<file path="config.mk">
export PLATFORM = sky130hd
export DESIGN_NAME = uart_tx_slave
export DESIGN_NICKNAME = d
export VERILOG_FILES = /design/src/rtl/uart_tx_slave.sv
export SDC_FILE = /design/constraint.sdc
export NUM_CORES = 1
export LEC_CHECK = 0
export ABC_CLOCK_PERIOD_IN_PS = 2300
export CAP_MARGIN = 30
export CORE_MARGIN = 2
export CORE_UTILIZATION = 40
export CTS_BUF_LIST = sky130_fd_sc_hd__clkbuf_16
export CTS_CLUSTER_SIZE = 40
export DETAILED_ROUTE_END_ITERATION = 12
export GPL_ROUTABILITY_DRIVEN = 0
export MAX_ROUTING_LAYER = met4
export PLACE_DENSITY_LB_ADDON = 0.12
export RECOVER_POWER = 25
export SLEW_MARGIN = 20
export SYNTH_ARGS = -nofsm -noshare
export SYNTH_HDL_FRONTEND = slang
export SYNTH_SLANG_ARGS = --single-unit
</file>
<file path="constraint.sdc">
create_clock -name clk -period 2.3 [get_ports clk]
set_input_delay 0.46 -clock clk [delete_from_list [all_inputs] [get_ports clk]]
set_output_delay 0.46 -clock clk [all_outputs]
set_load 0.05 [all_outputs]
</file>
<file path="src/rtl/uart_tx_slave.sv">
// rtl/uart_tx_slave.sv - memory-mapped 8N1 UART transmitter with a 4-entry byte FIFO
module uart_tx_slave #(
    parameter int              DW      = 16,
    parameter int              AW      = 13,
    parameter int              FIFO_AW = 2,
    parameter logic [DW-1:0]   DIV_RST = 16'd434
) (
    input  logic          clk,
    input  logic          rst,
    input  logic [DW-1:0] din,
    input  logic [AW-1:0] addr,
    input  logic          we,
    output logic [DW-1:0] dout,
    output logic          tx,
    output logic          txe
);

    localparam int DEPTH = 1 << FIFO_AW;
    localparam int CW    = FIFO_AW + 1;

    localparam logic [AW-1:0] A_TXDATA = AW'(0);
    localparam logic [AW-1:0] A_STATUS = AW'(1);
    localparam logic [AW-1:0] A_DIV    = AW'(2);

    typedef enum logic [1:0] {IDLE, START, DATA, STOP} state_t;

    state_t             state, state_d;
    logic [7:0]         mem [DEPTH];
    logic [FIFO_AW-1:0] wr_ptr, rd_ptr;
    logic [CW-1:0]      count, count_d;
    logic               ovf;
    logic [DW-1:0]      div, div_m1;
    logic [DW-1:0]      baud_cnt, baud_d;
    logic [2:0]         bit_idx, bit_d;
    logic [7:0]         shift, shift_d;
    logic               tx_d;
    logic               wr_txdata, wr_status, wr_div;
    logic               fifo_full, fifo_empty;
    logic               push, pop, ovf_set, bit_end;
    logic [DW-1:0]      rd_data;

    assign wr_txdata  = we && (addr == A_TXDATA);
    assign wr_status  = we && (addr == A_STATUS);
    assign wr_div     = we && (addr == A_DIV);

    // Fullness is judged before any same-cycle pop, so a write to a full FIFO always drops.
    assign fifo_full  = (count == CW'(DEPTH));
    assign fifo_empty = (count == '0);
    assign push       = wr_txdata && !fifo_full;
    assign ovf_set    = wr_txdata && fifo_full;

    assign div_m1     = div - DW'(1);
    assign bit_end    = (baud_cnt == '0);

    always_comb begin
        count_d = count;
        if (push && !pop) begin
            count_d = count + CW'(1);
        end else if (pop && !push) begin
            count_d = count - CW'(1);
        end
    end

    always_ff @(posedge clk or negedge rst) begin
        if (!rst) begin
            wr_ptr <= '0;
            rd_ptr <= '0;
            count  <= '0;
            ovf    <= 1'b0;
            div    <= DIV_RST;
        end else begin
            if (push) begin
                wr_ptr <= wr_ptr + FIFO_AW'(1);
            end
            if (pop) begin
                rd_ptr <= rd_ptr + FIFO_AW'(1);
            end
            count <= count_d;
            if (ovf_set) begin
                ovf <= 1'b1;
            end else if (wr_status && din[3]) begin
                ovf <= 1'b0;
            end
            if (wr_div) begin
                div <= (din == '0) ? DW'(1) : din;
            end
        end
    end

    always_ff @(posedge clk) begin
        if (push) begin
            mem[wr_ptr] <= din[7:0];
        end
    end

    always_comb begin
        state_d = state;
        baud_d  = baud_cnt;
        bit_d   = bit_idx;
        shift_d = shift;
        pop     = 1'b0;
        case (state)
            IDLE: begin
                if (!fifo_empty) begin
                    pop     = 1'b1;
                    shift_d = mem[rd_ptr];
                    baud_d  = div_m1;
                    state_d = START;
                end
            end
            START: begin
                if (bit_end) begin
                    baud_d  = div_m1;
                    bit_d   = 3'd0;
                    state_d = DATA;
                end else begin
                    baud_d = baud_cnt - DW'(1);
                end
            end
            DATA: begin
                if (bit_end) begin
                    baud_d  = div_m1;
                    shift_d = {1'b0, shift[7:1]};
                    bit_d   = bit_idx + 3'd1;
                    if (bit_idx == 3'd7) begin
                        state_d = STOP;
                    end
                end else begin
                    baud_d = baud_cnt - DW'(1);
                end
            end
            STOP: begin
                if (bit_end) begin
                    baud_d = div_m1;
                    // Chain straight into the next start bit when more data is waiting.
                    if (!fifo_empty) begin
                        pop     = 1'b1;
                        shift_d = mem[rd_ptr];
                        state_d = START;
                    end else begin
                        state_d = IDLE;
                    end
                end else begin
                    baud_d = baud_cnt - DW'(1);
                end
            end
            default: begin
                state_d = IDLE;
            end
        endcase

        case (state_d)
            START:   tx_d = 1'b0;
            DATA:    tx_d = shift_d[0];
            default: tx_d = 1'b1;
        endcase
    end

    always_comb begin
        rd_data = '0;
        case (addr)
            A_STATUS: rd_data = DW'({count, ovf, fifo_empty, fifo_full, (state != IDLE)});
            A_DIV:    rd_data = div;
            default:  rd_data = '0;
        endcase
    end

    // The line level is registered from the next-state decode so tx never glitches.
    always_ff @(posedge clk or negedge rst) begin
        if (!rst) begin
            state    <= IDLE;
            baud_cnt <= '0;
            bit_idx  <= '0;
            shift    <= '0;
            tx       <= 1'b1;
            txe      <= 1'b1;
            dout     <= '0;
        end else begin
            state    <= state_d;
            baud_cnt <= baud_d;
            bit_idx  <= bit_d;
            shift    <= shift_d;
            tx       <= tx_d;
            txe      <= (count_d == '0) && (state_d == IDLE);
            dout     <= rd_data;
        end
    end

endmodule

</file>
==> results of run 1 <==
==> placed cells by master, fill, tap and decap left out, types with 17 or more instances in the layout <==
cell type                         count
sky130_fd_sc_hd__nand2_1             51
sky130_fd_sc_hd__nor2_1              25
sky130_fd_sc_hd__o21ai_0             33
sky130_fd_sc_hd__mux2_2              18
sky130_fd_sc_hd__clkdlybuf4s50_1     48
sky130_fd_sc_hd__buf_4               62
sky130_fd_sc_hd__edfxtp_1            32
sky130_fd_sc_hd__dfrtp_1             63
sky130_fd_sc_hd__inv_1               17
sky130_fd_sc_hd__a21oi_1             23
==> worst max-delay path by stage <==
stage	slack [ns]	to
2_1_floorplan	0.01	txe
3_3_place_gp	-0.19	txe
3_5_place_dp	-0.23	txe
4_1_cts	0.01	txe
5_1_grt	-0.008	baud_cnt[14]
6_report	0.08	txe
==> critical path, cell delays in order, from the launching register on <==
cell and delay [ns]:
sky130_fd_sc_hd__dfrtp_1 0.41, sky130_fd_sc_hd__buf_4 0.17, sky130_fd_sc_hd__inv_1 0.06, sky130_fd_sc_hd__ha_1 0.28, sky130_fd_sc_hd__nand2b_1 0.18, sky130_fd_sc_hd__or2_4 0.29
sky130_fd_sc_hd__o311ai_2 0.25, sky130_fd_sc_hd__o211ai_1 0.18, sky130_fd_sc_hd__a2111oi_4 0.32
==> power by group through the flow <==
| stage | registers (mW) | clock network, mW | logic [mW] |
|---|---|---|---|
| 2_1_floorplan | 2.50 | 0 | 1.88 |
| 3_3_place_gp | 2.46 | 0 | 2.97 |
| 3_5_place_dp | 2.47 | 0 | 3.03 |
| 4_1_cts | 2.45 | 1.55 | 3.11 |
| 5_1_grt | 2.50 | 1.61 | 3.55 |
| 6_report | 2.46 | 1.51 | 3.22 |
==> layer usage <==
metal  vias to the layer above  wire (um)
met5                         -          0
met4                         0        174
met3                        12        382
met2                        67       6070
met1                      1984       6190
li1                       1942          -
==> repair_timing <==
item	4_1_cts	5_1_grt
resized for setup	9	19
pin swaps	5	7
endpoints found under the setup margin	3	40
setup buffers	2	1
==> logic make-up (layout without fill, tap and decap cells) <==
kind of cell | Yosys count | count (layout)
XOR/XNOR | 25 | 25
buffers and inverters | 40 | 152
flip-flops | 103 | 103
adder cells (fa/ha/maj) | 17 | 17
AO/OA/AOI/OAI | 102 | 102
multiplexers | 32 | 32
AND/OR/NAND/NOR | 153 | 153
==> layout make-up <==
cell class | instances | area (um2)
tap | 172 | 215
timing repair buffer | 118 | 1070
clock buffer | 9 | 225
inverter | 18 | 67.6
fill | 1141 | 5820
clock inverter | 7 | 66.3
multi-input combinational | 329 | 2510
sequential | 103 | 2750
==> registers in the layout (all words and copies together), names as in the netlist, 2 cells and up <==
signal / cells
bit_idx: 3
baud_cnt: 16
count: 3
mem: 32
rd_ptr: 2
state: 2
div: 16
dout: 16
shift: 8
wr_ptr: 2
==> out/results.ini, run 1 <==
[run_status]
outcome = complete, no violations

[timing]
timing.final.hold_violations = 0
clock-skew-final_ns = 0.00705
timing.max_slew.rel_slack_pct = 34.9
timing.setup.tns_ns = 0
worstMarginPinSlew_ns = 0.977
layout_worst_path_cycle_share_pct = 96.7
hold_slack_ns = 0.236
drv_slew = 0
finalCriticalPeriod_ns = 2.22
worst_slack_setup_final_ns = 0.0753
max_freq_ghz = 0.450
timing.final.setup_violations = 0
rsz0062_at_grt = yes

[yosys]
synth.top_cell.area_share_pct = 30.5
list_of_most_frequent_post_synthesis_cells = sky130_fd_sc_hd__dfrtp_1, sky130_fd_sc_hd__nand2_1, sky130_fd_sc_hd__o21ai_0
synthSimpleGateAreaFrac_pct = 15.9
postSynthCellCount = 472
synth_fa_ha_area_share_pct = 3.95
post_synth_num_cell_types = 58
synth-compound-area-share_pct = 12.3
synth.yosys.seq_area_share_pct = 52.2
synthesis.area_um2 = 5260
synthTopCellsByArea = sky130_fd_sc_hd__dfrtp_1, sky130_fd_sc_hd__edfxtp_1, sky130_fd_sc_hd__mux2_2
synth_area_leader_cell = sky130_fd_sc_hd__dfrtp_1
yosys.area_share.xor_xnor_pct = 4.17
post_synth.cell_area_avg_um2 = 11.1
ys_seq_elements = 103
synth_top_family_by_area = simple AND/OR/NAND/NOR gates
net_count_synth = 519
synth_warnings = 0
synthArstFlopShare_pct = 68.9
synth.most_common_cell = sky130_fd_sc_hd__dfrtp_1
synth_mux_area_share_pct = 8.43
synth-edff-count = 32
prevailing_post_synth_register_cell = sky130_fd_sc_hd__dfrtp_1

[critical_path]
cp-start-kind = flip-flop
arrival_worst_endpoint_ns = 2.48
crit_path_kind = flip-flop to flip-flop
flop2flop_setup_slack_ns = 0.08
crit_path_max_fanout = 5
cp-end-kind = flip-flop
timing.reg2reg.worst_path_depth = 8
required_ns = 2.56
timing.rr.end = txe
critPathLaunch = state[1]
worstReg2RegStart = state[1]

[power_and_ir_drop]
vdd_ir_drop_max_mv = 0.472
power.total_mw = 7.19
total_leakage_power_nw = 2.91
power.net_switching_mw = 2.70
sequentialPowerShare_pct = 34.2
cellInternalPower_mw = 4.49
pwr_density_cell_nw_per_um2 = 1040
p_comb_share_pct = 44.8
clock_power_share_pct = 21.0
netSwitchingFraction_pct = 37.6

[placed_design]
portBuffers = 49
hpwl_mm = 9.56
place_area_um2 = 6450
post-place-cells = 738
dp_worst_setup_slack_ns = -0.231

[drt]
via_per_inst = 5.30
postRouteWirelength_mm = 12.8
route.detailed.drc = 0
wl_per_cell_um = 16.9
dr.pass1.iters = 4
num_vias = 4005
dr.first_iter.drc_count = 194
ant_nets = 0

[grt]
grt.met2_usage_pct = 30.9
overall_overflow_remaining_after_global_route = 0
grt_most_used_layer = met2
pin_count_of_the_biggest_net_entering_global_routing = 39
grt_antenna_before_repair = 0
grt_pass1_vias = 4005
groute.layer.met1.usage_pct = 26.1
globalRouteMet3Util_pct = 3.09
grt.total_usage_pct = 19.6
grt_first_pass_wirelength_mm = 20.9

[cells_and_area]
num_antenna_cells = 0
finalNonFillerCells = 756
share_of_post_route_cells_with_drive_strength_above_1_pct = 25.5
num-nets-final = 626
areaGrowthSynthToFinish_pct = 31.2
postLayoutCoreUtil_pct = 54.2
finalInstanceArea_um2 = 6900

[floorplanning]
core_area_um2 = 12700
initial_core_util_pct = 41.3
std_cell_rows = 41
die-area_um2 = 14100
floorplan.io_pins = 50
die_y_extent_um = 119
fp.dieW_um = 119

[clock_tree]
cts_root_cell = sky130_fd_sc_hd__clkbuf_16
clk_pin_slew_worst_paths_ns = 0.07
tritoncts.num_buffers = 9
clk-insertion-delay-late_ns = 0.36
tritoncts_num_sinks = 103
holdBufCountCts = 0
tritoncts_clock_tree = yes
clock_path_buffers = 2
htree_levels = 3

[min_path]
hold_path.class = primary input to asynchronous set/reset pin

[run]
max-cap-violations = 0

Note: power is estimated with default switching activity, not from simulation.
==> run 2: changes to the inputs <==
--- a/config.mk
+++ b/config.mk
@@ -16,7 +16,7 @@
 export MAX_ROUTING_LAYER = met4
 export PLACE_DENSITY_LB_ADDON = 0.12
 export RECOVER_POWER = 25
-export SLEW_MARGIN = 20
+export SLEW_MARGIN = 10
 export SYNTH_ARGS = -nofsm -noshare
 export SYNTH_HDL_FRONTEND = slang
 export SYNTH_SLANG_ARGS = --single-unit
==> results of run 2 <==
No change in the layout: final DEF, timing and power equal those of run 1.
